File: config.mk
export PLATFORM = sky130hd
export DESIGN_NAME = aes_round_ctrl_flat
export DESIGN_NICKNAME = d
export VERILOG_FILES = /design/src/rtl/aes_round_ctrl_pkg.sv /design/src/rtl/aes_round_ctrl_if.sv /design/src/rtl/aes_round_ctrl_counter.sv /design/src/rtl/aes_round_ctrl.sv /design/src/flat_wrapper.sv
export SDC_FILE = /design/constraint.sdc
export NUM_CORES = 1
export LEC_CHECK = 0
export ABC_CLOCK_PERIOD_IN_PS = 2200
export CAP_MARGIN = 20
export CORE_MARGIN = 2
export CORE_UTILIZATION = 35
export DETAILED_ROUTE_END_ITERATION = 6
export SYNTH_ARGS = -nofsm -noshare
export SYNTH_HDL_FRONTEND = slang
export SYNTH_SLANG_ARGS = --single-unit
File: constraint.sdc
create_clock -name clk -period 2.2 [get_ports clk]
set_input_delay 0.44 -clock clk [delete_from_list [all_inputs] [get_ports clk]]
set_output_delay 0.44 -clock clk [all_outputs]
set_load 0.05 [all_outputs]
File: src/rtl/aes_round_ctrl_pkg.sv
// Shared definitions for the AES round sequencer: state encoding, key size codes
// and round counts per key size.
package aes_pkg;

  typedef enum logic [2:0] {
    ST_IDLE   = 3'd0,
    ST_KEYEXP = 3'd1,
    ST_INIT   = 3'd2,
    ST_ROUND  = 3'd3,
    ST_FINAL  = 3'd4,
    ST_DONE   = 3'd5
  } aes_state_e;

  typedef enum logic [1:0] {
    KS_128 = 2'b00,
    KS_192 = 2'b01,
    KS_256 = 2'b10,
    KS_RSV = 2'b11
  } aes_ks_e;

  localparam int AES_NR_128 = 10;
  localparam int AES_NR_192 = 12;
  localparam int AES_NR_256 = 14;

  // Reserved key size code falls back to the AES-128 round count.
  function automatic int nr_of(input logic [1:0] ks);
    case (ks)
      KS_192:  return AES_NR_192;
      KS_256:  return AES_NR_256;
      default: return AES_NR_128;
    endcase
  endfunction

endpackage

File: src/rtl/aes_round_ctrl_if.sv
// Command, key-expansion and result handshake bundle between the GCM scheduler
// (master) and the AES round controller (slave).
interface aes_round_ctrl_if #(parameter int CNT_SIZE = 4);

  logic                i_start;
  logic                o_ready;
  logic [1:0]          i_key_size;
  logic                i_key_new;
  logic                o_key_exp_start;
  logic                i_key_exp_done;
  logic                o_round_en;
  logic [CNT_SIZE-1:0] o_round_idx;
  logic                o_first_round;
  logic                o_last_round;
  logic                o_valid;
  logic                i_out_ready;
  logic                o_busy;
  logic                o_err;
  logic                i_flush;

  modport master (
    output i_start, i_key_size, i_key_new, i_key_exp_done, i_out_ready, i_flush,
    input  o_ready, o_key_exp_start, o_round_en, o_round_idx, o_first_round,
           o_last_round, o_valid, o_busy, o_err
  );

  modport slave (
    input  i_start, i_key_size, i_key_new, i_key_exp_done, i_out_ready, i_flush,
    output o_ready, o_key_exp_start, o_round_en, o_round_idx, o_first_round,
           o_last_round, o_valid, o_busy, o_err
  );

endinterface

File: src/rtl/aes_round_ctrl_counter.sv
// Round index counter: synchronous clear beats enable; terminal flag compares
// against a value supplied by the sequencer.
module aes_round_counter #(
  parameter int CNT_SIZE = 4
) (
  input  logic                clk,
  input  logic                rst,
  input  logic                i_clr,
  input  logic                i_en,
  input  logic [CNT_SIZE-1:0] i_term_val,
  output logic [CNT_SIZE-1:0] o_cnt,
  output logic                o_term
);

  logic [CNT_SIZE-1:0] r_cnt;

  always_ff @(posedge clk or posedge rst) begin
    if (rst)
      r_cnt <= '0;
    else if (i_clr)
      r_cnt <= '0;
    else if (i_en)
      r_cnt <= r_cnt + CNT_SIZE'(1);
  end

  assign o_cnt  = r_cnt;
  assign o_term = (r_cnt == i_term_val);

endmodule

File: src/rtl/aes_round_ctrl.sv
// Sequencer for the iterative AES round datapath: accepts one encrypt command,
// optionally runs key expansion, then steps INIT / ROUND / FINAL and holds DONE.
module aes_round_ctrl
  import aes_pkg::*;
#(
  parameter int CNT_SIZE = 4,
  parameter int NR_128   = AES_NR_128,
  parameter int NR_192   = AES_NR_192,
  parameter int NR_256   = AES_NR_256
) (
  input  logic             clk,
  input  logic             rst,
  aes_round_ctrl_if.slave  bus
);

  aes_state_e          r_state;
  logic [CNT_SIZE-1:0] r_nr;
  logic                r_ready;
  logic                r_busy;
  logic                r_valid;
  logic                r_err;
  logic                r_kexp;
  logic                r_first;
  logic                r_last;
  logic                r_round_en;

  logic                w_accept;
  logic                w_cnt_clr;
  logic                w_cnt_en;
  logic                w_term;
  logic [CNT_SIZE-1:0] w_term_val;
  logic [CNT_SIZE-1:0] w_idx;

  function automatic logic [CNT_SIZE-1:0] nr_sel(input logic [1:0] ks);
    case (ks)
      KS_192:  return CNT_SIZE'(NR_192);
      KS_256:  return CNT_SIZE'(NR_256);
      default: return CNT_SIZE'(NR_128);
    endcase
  endfunction

  // The counter moves in lockstep with the state: cleared on accept, DONE handshake
  // or flush, incremented on the edges leaving INIT and each ROUND cycle.
  assign w_accept   = (r_state == ST_IDLE) & bus.i_start & ~bus.i_flush;
  assign w_cnt_clr  = bus.i_flush | w_accept | ((r_state == ST_DONE) & bus.i_out_ready);
  assign w_cnt_en   = ~bus.i_flush & ((r_state == ST_INIT) | (r_state == ST_ROUND));
  assign w_term_val = r_nr - CNT_SIZE'(1);

  aes_round_counter #(.CNT_SIZE(CNT_SIZE)) u_cnt (
    .clk        (clk),
    .rst        (rst),
    .i_clr      (w_cnt_clr),
    .i_en       (w_cnt_en),
    .i_term_val (w_term_val),
    .o_cnt      (w_idx),
    .o_term     (w_term)
  );

  always_ff @(posedge clk or posedge rst) begin
    if (rst) begin
      r_state    <= ST_IDLE;
      r_nr       <= CNT_SIZE'(NR_128);
      r_ready    <= 1'b1;
      r_busy     <= 1'b0;
      r_valid    <= 1'b0;
      r_err      <= 1'b0;
      r_kexp     <= 1'b0;
      r_first    <= 1'b0;
      r_last     <= 1'b0;
      r_round_en <= 1'b0;
    end else begin
      r_err      <= 1'b0;
      r_kexp     <= 1'b0;
      r_first    <= 1'b0;
      r_last     <= 1'b0;
      r_round_en <= 1'b0;
      if (bus.i_flush) begin
        r_state <= ST_IDLE;
        r_ready <= 1'b1;
        r_busy  <= 1'b0;
        r_valid <= 1'b0;
      end else begin
        case (r_state)
          ST_IDLE: begin
            if (bus.i_start) begin
              r_nr    <= nr_sel(bus.i_key_size);
              r_err   <= (bus.i_key_size == KS_RSV);
              r_ready <= 1'b0;
              r_busy  <= 1'b1;
              if (bus.i_key_new) begin
                r_state <= ST_KEYEXP;
                r_kexp  <= 1'b1;
              end else begin
                r_state    <= ST_INIT;
                r_first    <= 1'b1;
                r_round_en <= 1'b1;
              end
            end
          end
          ST_KEYEXP: begin
            if (bus.i_key_exp_done) begin
              r_state    <= ST_INIT;
              r_first    <= 1'b1;
              r_round_en <= 1'b1;
            end
          end
          ST_INIT: begin
            r_state    <= ST_ROUND;
            r_round_en <= 1'b1;
          end
          ST_ROUND: begin
            r_round_en <= 1'b1;
            if (w_term) begin
              r_state <= ST_FINAL;
              r_last  <= 1'b1;
            end
          end
          ST_FINAL: begin
            r_state <= ST_DONE;
            r_valid <= 1'b1;
          end
          ST_DONE: begin
            // Ready stays low through the handshake edge, so no back-to-back accept.
            if (bus.i_out_ready) begin
              r_state <= ST_IDLE;
              r_valid <= 1'b0;
              r_busy  <= 1'b0;
              r_ready <= 1'b1;
            end
          end
          default: begin
            r_state <= ST_IDLE;
            r_valid <= 1'b0;
            r_busy  <= 1'b0;
            r_ready <= 1'b1;
          end
        endcase
      end
    end
  end

  assign bus.o_ready         = r_ready;
  assign bus.o_busy          = r_busy;
  assign bus.o_valid         = r_valid;
  assign bus.o_err           = r_err;
  assign bus.o_key_exp_start = r_kexp;
  assign bus.o_first_round   = r_first;
  assign bus.o_last_round    = r_last;
  assign bus.o_round_en      = r_round_en;
  assign bus.o_round_idx     = w_idx;

endmodule

File: src/flat_wrapper.sv
// flat-port wrapper written by rule: the top's interface ports become plain ports
module aes_round_ctrl_flat import aes_pkg::*;
#(
  parameter int CNT_SIZE = 4,
  parameter int NR_128   = AES_NR_128,
  parameter int NR_192   = AES_NR_192,
  parameter int NR_256   = AES_NR_256
)
  (clk, rst, bus_i_start, bus_i_key_size, bus_i_key_new, bus_i_key_exp_done, bus_i_out_ready, bus_i_flush, bus_o_ready, bus_o_key_exp_start, bus_o_round_en, bus_o_round_idx, bus_o_first_round, bus_o_last_round, bus_o_valid, bus_o_busy, bus_o_err);
  aes_round_ctrl_if #(.CNT_SIZE(CNT_SIZE)) bus_i ();
  input  logic clk;
  input  logic rst;
  input wire logic [$bits(bus_i.i_start)-1:0] bus_i_start;
  input wire logic [$bits(bus_i.i_key_size)-1:0] bus_i_key_size;
  input wire logic [$bits(bus_i.i_key_new)-1:0] bus_i_key_new;
  input wire logic [$bits(bus_i.i_key_exp_done)-1:0] bus_i_key_exp_done;
  input wire logic [$bits(bus_i.i_out_ready)-1:0] bus_i_out_ready;
  input wire logic [$bits(bus_i.i_flush)-1:0] bus_i_flush;
  output wire logic [$bits(bus_i.o_ready)-1:0] bus_o_ready;
  output wire logic [$bits(bus_i.o_key_exp_start)-1:0] bus_o_key_exp_start;
  output wire logic [$bits(bus_i.o_round_en)-1:0] bus_o_round_en;
  output wire logic [$bits(bus_i.o_round_idx)-1:0] bus_o_round_idx;
  output wire logic [$bits(bus_i.o_first_round)-1:0] bus_o_first_round;
  output wire logic [$bits(bus_i.o_last_round)-1:0] bus_o_last_round;
  output wire logic [$bits(bus_i.o_valid)-1:0] bus_o_valid;
  output wire logic [$bits(bus_i.o_busy)-1:0] bus_o_busy;
  output wire logic [$bits(bus_i.o_err)-1:0] bus_o_err;
  assign bus_i.i_start = bus_i_start;
  assign bus_i.i_key_size = bus_i_key_size;
  assign bus_i.i_key_new = bus_i_key_new;
  assign bus_i.i_key_exp_done = bus_i_key_exp_done;
  assign bus_i.i_out_ready = bus_i_out_ready;
  assign bus_i.i_flush = bus_i_flush;
  assign bus_o_ready = bus_i.o_ready;
  assign bus_o_key_exp_start = bus_i.o_key_exp_start;
  assign bus_o_round_en = bus_i.o_round_en;
  assign bus_o_round_idx = bus_i.o_round_idx;
  assign bus_o_first_round = bus_i.o_first_round;
  assign bus_o_last_round = bus_i.o_last_round;
  assign bus_o_valid = bus_i.o_valid;
  assign bus_o_busy = bus_i.o_busy;
  assign bus_o_err = bus_i.o_err;
  aes_round_ctrl #(.CNT_SIZE(CNT_SIZE), .NR_128(NR_128), .NR_192(NR_192), .NR_256(NR_256)) u_core (.clk(clk), .rst(rst), .bus(bus_i));
endmodule
# After elaboration in Yosys (flattened, before gate mapping)
# Index checks and enable logic that the tools add are counted.
# totals
reg_bits	19
wordCells	82
# classes
add_sub_neg	2
eq_ne	15
mux	37
bitwise_logic	8
reduce_logical	9
# ops
operator	n
$mux W1	22
$pmux W3 S6	1
$mux W3	5
$ne A3 B3 Y1 const B	4
$pmux W1 S3	4
$mux W4	2
$reduce_or A4 Y1	2
$eq A3 B2 Y1 const B	2
$eq A3 B3 Y1 const B	2
$pmux W3 S2	1
$reduce_and A3 Y1	2
$add A4 B1 Y4 const B	1
$and A1 B1 Y1	4
$eq A2 B2 Y1 const B	2
$eq A4 B4 Y1	1
$ne A2 B1 Y1 const B	2
$reduce_and A4 Y1	1
$sub A4 B1 Y4 const B	1
$eq A3 B1 Y1 const B	1
$logic_not A3 Y1	1
$or A1 B1 Y1	3
$eq A2 B1 Y1 const B	1
$mux W2	1
$pmux W1 S2	1
other kinds (4)	4

# Logic depth before layout (Yosys ltp)
# Gate-level depths: netlist (run 1).
# depth
depth_word	6
mapped_depth	6
depth_no_buf	6

# Hierarchy
# From an unflattened synthesis (run 1), not the netlist that was laid out.
# hier_totals
hier_cells	96
hier_area_um2	963.4
# by_module_without_submodules
module	instances	cells_each	area_each_um2
aes_round_ctrl	1	74	725.7
aes_round_counter	1	22	237.7

# Least setup slack after synthesis (run 1)
# No wires, ideal clock.
# synth_timing
kind	reg2reg
startpoint	reg u_core.r_nr[1]
endpoint	reg u_core.r_state[1]
setup_ns	0.111
t_arrival_ns	1.507
path_slack_ns	0.582
stages_incl_launch_ff	7
path_buffers	0
path_cell_list	dfstp_2 -> inv_1 -> ha_1 -> xor2_1 -> nand4_1 -> nor2_1 -> a2111oi_2
# synth_via
elab_chain_len	4
# synth_lines
element	line_no	rtl
start, declared	aes_round_ctrl.sv:17	logic [CNT_SIZE-1:0] r_nr;
start signal, assigned	aes_round_ctrl.sv:62	r_nr <= CNT_SIZE'(NR_128);
start signal, assigned	aes_round_ctrl.sv:86	r_nr <= nr_sel(bus.i_key_size);
$sub A4 B1 Y4	aes_round_ctrl.sv:47	assign w_term_val = r_nr - CNT_SIZE'(1);
$eq A4 B4 Y1	aes_round_ctrl_counter.sv:27	assign o_term = (r_cnt == i_term_val);
$ne A3 B3 Y1 (no source line)	n/a	
$reduce_and A4 Y1 (no source line)	n/a	
end signal, assigned	aes_round_ctrl.sv:61	r_state <= ST_IDLE;
end signal, assigned	aes_round_ctrl.sv:78	r_state <= ST_IDLE;
end signal, assigned	aes_round_ctrl.sv:91	r_state <= ST_KEYEXP;
end, declared	aes_round_ctrl.sv:16	aes_state_e r_state;
# No other way between the ends.
# A chain may end at the register's enable or synchronous reset.

# Worst setup path in the final report (run 1)
# layout_timing
startpoint	reg u_core.r_ready, in the netlist u_core.bus.o_ready
endpoint	out bus_o_ready
# layout_lines
element	line_no	rtl
start, declared	aes_round_ctrl.sv:18	logic r_ready;
start signal, assigned	aes_round_ctrl.sv:63	r_ready <= 1'b1;
start signal, assigned	aes_round_ctrl.sv:79	r_ready <= 1'b1;
start signal, assigned	aes_round_ctrl.sv:88	r_ready <= 1'b0;
end, declared	flat_wrapper.sv:19	output wire logic [$bits(bus_i.o_ready)-1:0] bus_o_ready;
# No word-level cell between the ends.

==> metrics, run 1 <==
Final Hold Vio Count 0; leading area contributor after synthesis dfrtp_1; placed cell area between 1000 and 1500 sq um; Arr. time, crit path 1.67 ns; Nets about 140; CP top delay family buffers and inverters; # Post-CTS Setup Buffers 0; Clock Latency Late Sink 0.29 ns; initial antenna violation count 0; P per Cell Area about 950 nW/um^2; worst r2r src u_core.r_nr[1]; core area 2690 sq um; H-tree depth 1; Crit Path Max Fanout 4; PortBufs 20; Filler cells ~270; routability-driven placement congestion ratio 0.843; CTS root buffer clkbuf_4; HPWL Detailed about 1400 microns; crit-path cells clkdlybuf4s50_1; clock tree buffer depth 2; Netlist Area Pre-Place 962 sq um; P&R area growth vs syn 25.1%; Commonest cells post-synth dfrtp_1, a21oi_1, nor2_1; Slew Viols, Final 0; routed via count ~800; FFs w/ async S/R, synth between 90% and 100%; count leader, synth dfrtp_1; max-cap violations 0; worst-margin pin slew ~0.64 ns; Max-Slew Margin vs Limit a little under three fifths; Die Width 56.4 microns; Leak 0.529 nW; Critical Path RT roughly 1.8 ns; drt first pass iters 4; synthesized flop and latch total 17; ys flop type dfrtp_1; Starting Density a little over a third; CP peak stage delay 0.81 ns; Yosys cell types 34; largest net degree at the start of global routing 19; Clock Skews 0.00205 ns; Clock Sinks 17; cells taking the most area after synthesis dfrtp_1, a21oi_1, dfstp_2, ha_1, xor2_1; via count of the first global-routing pass between 700 and 800; Layout Cells excl Fill between 150 and 200; total clock buffers created by CTS 3; setup tns final 0 ns; CTS resizes 0; hold_buf cts 0; Crit Path Class reg2out; Ys Warns 0; DR DRC count 0; Syn Nets 117; initial DRC count 9; maximum vdd drop 0.603 mV; FMAX roughly 0.47 GHz; Setup violations, final 0; Vias/cell 5.14; Routed Antenna Nets 0; routed wire length between 1500 and 2000 microns; number of diodes 0; clock slew at reported path FFs 0.10 ns; RSZ-0062 raised after global routing no; worst min-delay path class in2async; Die Y-Extent 56.4 microns; total grt overflow 0; Synth Instances between 100 and 150; first-pass GRT wire length roughly 3400 microns; min Tclk post-route 2.11 ns; Std-Cell Rows 19; dpl cells 151; CTS tree done; Worst setup startpoint u_core.bus.o_ready; Worst setup SP type register; top-area cell type share of the netlist area between 30% and 40%; slowest cell on the critical path clkdlybuf4s50_1; EDFF count, synth 0; CP Capture Type output port; mean routed wirelength per cell ~13 microns; Worst Path Buf+Inv 1; Die ar. between 3000 and 4000 sq um; status complete, no violations; Top Ports 21; final instance area 1200 sq um; layout cells sized above 1 a little over a tenth; Seq/Total Area, Yosys approximately 44%; average cell area after synthesis slightly above 9 sq um; global-route usage over all layers between 10% and 20%; final worst-path cycle share 95.9%; total chip power roughly 1.1 mW
-- placed cells by master (no fill, tap or decap), drive strengths merged, types with 2 or more instances in the layout --
| master | count |
|---|---|
| clkdlybuf4s50 | 20 |
| dfrtp | 15 |
| a21oi | 12 |
| nor2 | 11 |
| inv | 9 |
| nand2 | 8 |
| o21ai | 6 |
| xor2 | 5 |
| nor3 | 5 |
| ha | 4 |
| clkbuf | 4 |
| nand2b | 3 |
| nand4 | 2 |
| and2 | 2 |
| dfstp | 2 |
-- stage by stage --
step / setup WS (ns) / utilization (%) / hold slack, ns
finish: 0.0899 / 44.8 / 0.524
global route: 0.0491 / 44.8 / 0.572
CTS: 0.0858 / 44.8 / 0.540
detailed placement: 0.346 / 43.8 / 0.519
global placement: 0.365 / 43.8 / 0.511
floorplan: 0.582 / - / 0.365
-- final timing paths --
check	endpoint	slack, ns	depth (start not counted)
max in group asynchronous	u_core.u_cnt.o_cnt[3]	1.27	2
min in group clk	u_core.r_nr[1]	0.54	2
setup / recovery	bus_o_ready	0.09	1
setup reg to reg	u_core.r_state[2]	0.45	6
hold / removal	u_core.bus.o_first_round	0.52	2
hold reg to reg	u_core.r_nr[1]	0.54	2
-- logic make-up after synthesis --
family	count (synthesis)	synth area share, %
buffers and inverters	14	6.76
flip-flops	17	44.5
AND/OR/NAND/NOR	38	21.8
XOR/XNOR	6	5.46
AO/OA/AOI/OAI	25	16.3
adder cells (fa/ha/maj)	4	5.20
-- power breakdown --
group | internal (mW) | switching (mW) | total [mW]
registers | 0.386 | 0.101 | 0.487
clock network | 0.0705 | 0.101 | 0.171
logic | 0.197 | 0.286 | 0.483
-- final cells by class --
cell class	instances	area, sq um	share of cell area (%)
Multi-Input combinational cell	73	469	39.0
Sequential cell	17	428	35.6
Timing Repair Buffer	21	208	17.3
Clock buffer	4	26.3	2.18
Inverter	9	33.8	2.81
Tap cell	31	38.8	3.22
-- metal layers --
metal | vias up | GRT usage [%] | wire length [microns]
met5 | - | 0 | 0
met4 | 0 | 5.10 | 23
met3 | 4 | 3.00 | 69
met2 | 15 | 19.9 | 917
met1 | 381 | 19.6 | 962
li1 | 396 | - | -
-- state kept, by name (all words and copies together) (netlist names) --
register,flops
u_core.r_state,3
u_core.bus.o_last_round,1
u_core.bus.o_round_en,1
u_core.bus.o_valid,1
u_core.r_nr,2
u_core.bus.o_key_exp_start,1
u_core.bus.o_first_round,1
u_core.bus.o_busy,1
u_core.bus.o_err,1
u_core.u_cnt.o_cnt,4
u_core.bus.o_ready,1
Note: power is estimated with default switching activity, not from simulation.
==> run 2: changes to the inputs <==
--- a/config.mk
+++ b/config.mk
@@ -7,9 +7,9 @@
 export LEC_CHECK = 0
 export ABC_CLOCK_PERIOD_IN_PS = 2200
 export CAP_MARGIN = 20
-export CORE_MARGIN = 2
 export CORE_UTILIZATION = 35
 export DETAILED_ROUTE_END_ITERATION = 6
+export GPL_TIMING_DRIVEN = 0
 export SYNTH_ARGS = -nofsm -noshare
 export SYNTH_HDL_FRONTEND = slang
 export SYNTH_SLANG_ARGS = --single-unit
==> run 2 against run 1 <==
Effect of this change: first-iteration DRC count up 56%; clock power up 6%; fmax about the same; routed wire length up 1.4%; via count up 6.2%; core utilization up 3.5 points; design area up 2.2%; combinational power up 15%; non-clock buffer count up 4; clock skew up 0.0037 ns; hold slack worse by 0.015 ns; critical endpoint unchanged; largest cell class unchanged; highest routed layer unchanged.
==> metrics, run 2 (same netlist as run 1, synthesis figures left out) <==
global-route usage over all layers between 10% and 20%; first-pass GRT wire length 3130 microns; metal2 WL a little over 900 microns; crit-path cells clkdlybuf4s50_1; clock slew at reported path FFs between 0.1 and 0.15 ns; DR DRC count 0; maximum vdd drop a little over 0.7 mV; layout cells sized above 1 between 10% and 20%; Clock Skews between 0.005 and 0.006 ns; Nets between 100 and 150; core area ~2500 sq um; Final Hold Vio Count 0; Leak about 0.55 nW; most frequent cells in the layout clkdlybuf4s50_1, dfrtp_1, a21oi_1; initial antenna violation count 0; P&R area growth vs syn 27.8%; Setup violations, final 0; total clock buffers created by CTS 3; PortBufs 20; hold_buf cts 0; final instance area between 1000 and 1500 sq um; Die Y-Extent approximately 54 microns; largest net degree at the start of global routing 18; number of diodes 0; Slew Viols, Final 0; FMAX approximately 0.47 GHz; Crit Path Class reg2out; Clock Latency Late Sink ~0.30 ns; Clock Sinks 17; CP Capture Type output port; Filler cells around 250; FF/Latch Area about 430 sq um; Crit Path Max Fanout 4; multi-input logic area 469 sq um; Top Ports 21; HPWL Detailed between 1000 and 1500 microns; drt first pass iters 4; routed via count roughly 850; min Tclk post-route around 2.1 ns; placed cell area around 1200 sq um; via count of the first global-routing pass approximately 700; clock tree buffer depth 2; P per Cell Area 954 nW/um^2; H-tree depth 1; Die Width ~54 microns; routed wire length around 2000 microns; Max-Slew Margin vs Limit approximately 57%; CP peak stage delay around 0.8 ns; slowest cell on the critical path clkdlybuf4s50_1; CTS resizes 0; total grt overflow 0; worst-margin pin slew ~0.64 ns; Die ar. 2960 sq um; max-cap violations 0; setup tns final 0 ns; CTS tree done; number of flip-flops in the largest register 4; final worst-path cycle share between 90% and 100%; Routed Antenna Nets 0; Starting Density roughly 38%; worst min-delay path class in2async; routability-driven placement congestion ratio a little over 0.8; hold slack just over 0.5 ns; Final Util about half; CTS root buffer clkbuf_4; Top Metal Used met4; RSZ-0062 raised after global routing no; most common cell after layout, fill and taps aside clkdlybuf4s50_1; mean routed wirelength per cell ~13 microns; CP top delay family buffers and inverters; met3 wire len 113 microns; # Post-CTS Setup Buffers 0; Critical Path RT 1.76 ns; Vias/cell between 5 and 6; Arr. time, crit path roughly 1.7 ns; Worst Path Buf+Inv 1; total chip power about 1.2 mW; Std-Cell Rows 18; status complete, no violations; wl on met1 about 930 microns; initial DRC count 14; Worst setup SP type register
## run 2: routing by layer
metal	GRT usage, %	vias to the layer above
met1	20.9	410
met3	3.61	4
met5	0	-
met2	22.4	28
met4	7.69	0
li1	-	403
## run 2: report_power, final
part           switching, mW  total, mW  leakage [nW]  internal (mW)
sequential            0.0506      0.437         0.221          0.386
clock                  0.113      0.182        0.0139         0.0692
combinational          0.341      0.554         0.312          0.213
## run 2: layout make-up
| class | instances | area share, % |
|---|---|---|
| multi-input cells | 73 | 38.1 |
| clock inverters | 1 | 0.610 |
| plain buffers | 5 | 2.54 |
| well taps | 30 | 3.05 |
| inverters | 9 | 2.75 |
| clock buffers | 3 | 1.83 |
| repair buffers | 20 | 16.3 |
| flip-flops and latches | 17 | 34.8 |
## run 2: path summary, 6_finish.rpt
| path | start | endpoint | slack, ns | depth (start not counted) |
|---|---|---|---|---|
| setup / recovery | u_core.bus.o_ready | bus_o_ready | 0.09 | 1 |
| hold / removal | rst | u_core.r_nr[2] | 0.51 | 2 |
| setup reg to reg | u_core.r_nr[1] | u_core.r_state[2] | 0.50 | 6 |
| hold reg to reg | u_core.r_nr[1] | u_core.r_nr[1] | 0.53 | 2 |
| max in group asynchronous | rst | u_core.bus.o_round_en | 1.27 | 2 |
| min in group clk | u_core.r_nr[1] | u_core.r_nr[1] | 0.53 | 2 |
## run 2: through the flow
stage               setup slack, ns  instances
global route                 0.0657        158
floorplan                     0.582        104
global placement              0.348        154
finish                       0.0915        158
CTS                          0.0905        158
detailed placement            0.344        154
==> run 3: changes to the inputs <==
--- a/config.mk
+++ b/config.mk
@@ -10,6 +10,7 @@
 export CORE_UTILIZATION = 35
 export DETAILED_ROUTE_END_ITERATION = 6
 export GPL_TIMING_DRIVEN = 0
+export MAX_ROUTING_LAYER = met4
 export SYNTH_ARGS = -nofsm -noshare
 export SYNTH_HDL_FRONTEND = slang
 export SYNTH_SLANG_ARGS = --single-unit
==> run 3 against run 2 <==
Effect of this change: via count is 0.36% lower; count of clock-buffer cells in the layout stayed put; sequential share of layout area stayed put; die area stayed put; design area stayed put; hold slack worse by 0.0012 ns; non-clock buffer count stayed put; worst setup slack better by 0.00060 ns; flip-flop and latch count stayed put; power is 0.20% higher.
==> metrics, run 3 (same netlist as run 1, synthesis figures left out) <==
maximum vdd drop 0.715 mV; Worst setup SP type register; largest net degree at the start of global routing 18; routed via count roughly 840; max-cap violations 0; slowest cell on the critical path clkdlybuf4s50_1; Filler cells 252; Die Width 54.4 microns; Top Ports 21; Clock Sinks 17; Starting Density 37.8%; worst setup path endpoint bus_o_ready; # Post-CTS Setup Buffers 0; Worst setup startpoint u_core.bus.o_ready; most common cell after layout, fill and taps aside clkdlybuf4s50_1; initial antenna violation count 0; total chip power ~1.2 mW; worst r2r src u_core.r_nr[1]; CTS resizes 0; total clock buffers created by CTS 3; Critical Path RT between 1.5 and 2 ns; CP peak stage delay 0.80 ns; clock tree buffer depth 2; reg2reg path depth 6; CP top delay family buffers and inverters; FMAX approximately 0.47 GHz; HPWL Detailed between 1000 and 1500 microns; Clock Latency Late Sink 0.30 ns; RSZ-0062 raised after global routing no; DR DRC count 0; layout cells sized above 1 14.1%; drt first pass iters 4; routed wire length between 2000 and 2500 microns; CP Capture Type output port; CTS root buffer clkbuf_4; via count of the first global-routing pass a little over 700; status complete, no violations; Setup violations, final 0; Worst Path Buf+Inv 1; hold_buf cts 0; final instance area 1230 sq um; Slew Viols, Final 0; total grt overflow 0; Clock Skews about 0.0074 ns; routability-driven placement congestion ratio ~0.84; min Tclk post-route approximately 2.1 ns; placed cell area between 1000 and 1500 sq um; P&R area growth vs syn 27.8%; P per Cell Area roughly 960 nW/um^2; flop-to-flop setup slack ~0.50 ns; Die ar. just under 3000 sq um; worst-margin pin slew about 0.65 ns; first-pass GRT wire length roughly 3100 microns; crit-path cells clkdlybuf4s50_1; core area 2540 sq um; setup tns final 0 ns; worst min-delay path class in2async; CP Depth 1; mean routed wirelength per cell approximately 13 microns; Std-Cell Rows 18; Die Y-Extent between 50 and 60 microns; Nets 142; number of flip-flops in the largest register 4; Vias/cell between 5 and 6; Max-Slew Margin vs Limit between 50 and 60%; PortBufs 20; H-tree depth 1; final worst-path cycle share between 90 and 100%; most frequent cells in the layout clkdlybuf4s50_1, dfrtp_1, a21oi_1; Routed Antenna Nets 0; Crit Path Class reg2out; global-route usage over all layers ~16%; initial DRC count 14; CTS tree done; Leak 0.548 nW; Final Hold Vio Count 0; Arr. time, crit path 1.67 ns; reg2reg end u_core.r_state[2]; number of diodes 0; Crit Path Max Fanout 4; clock slew at reported path FFs around 0.12 ns
==> run 3: cell counts in the layout (fill, tap and decap cells not counted) <==
No cell type changed its count.
==> run 3: where the power goes <==
part | leakage [nW] | total, mW | switching, mW | internal (mW)
Combinational | 0.312 | 0.555 | 0.343 | 0.213
Sequential | 0.221 | 0.437 | 0.0509 | 0.386
Clock | 0.0139 | 0.183 | 0.114 | 0.0692
==> run 3: worst min path at each step <==
stage,to,slack [ns],depth (start not counted)
after floorplan,u_core.bus.o_busy,0.36,1
after global placement,u_core.r_nr[1],0.51,2
after detailed placement,u_core.r_nr[1],0.53,2
after CTS,u_core.r_nr[2],0.54,2
after global routing,u_core.r_nr[1],0.57,2
final,u_core.r_nr[2],0.51,2
==> run 3: routing by layer <==
layer / track usage (%) / wire, microns / vias up / share of wire (%)
li1: - / - / 403 / -
met3: 3.61 / 131 / 4 / 6.5
met5: - / 0 / - / 0
met4: 7.69 / 33 / 0 / 1.6
met2: 22.4 / 920 / 31 / 46
met1: 20.9 / 930 / 404 / 46
==> run 3: worst reg2reg max path: stages (launching register included) <==
cell	delay [ns]
dfstp_2	0.57
inv_1	0.04
ha_1	0.29
xor2_1	0.15
nand4_1	0.16
a21oi_1	0.22
nor3b_2	0.19
==> run 3: cell type report <==
cell class	count	area (sq um)	share of cell area (%)
multi-input combinational	73	469	38.1
sequential	17	428	34.8
timing repair buffer	20	200	16.3
tap	30	37.5	3.05
inverter	9	33.8	2.75
buffer	5	31.3	2.54
clock buffer	3	22.5	1.83
clock inverter	1	7.51	0.610
==> run 3: per-stage QoR <==
| stage | hold slack [ns] | cells | util [%] | worst slack, ns |
|---|---|---|---|---|
| after floorplan | 0.365 | 104 | - | 0.582 |
| final | 0.508 | 158 | 48.3 | 0.0922 |
| after global routing | 0.568 | 158 | 48.3 | 0.0657 |
| after detailed placement | 0.526 | 154 | 47.1 | 0.344 |
| after CTS | 0.538 | 158 | 48.3 | 0.0905 |
| after global placement | 0.511 | 154 | 47.1 | 0.348 |
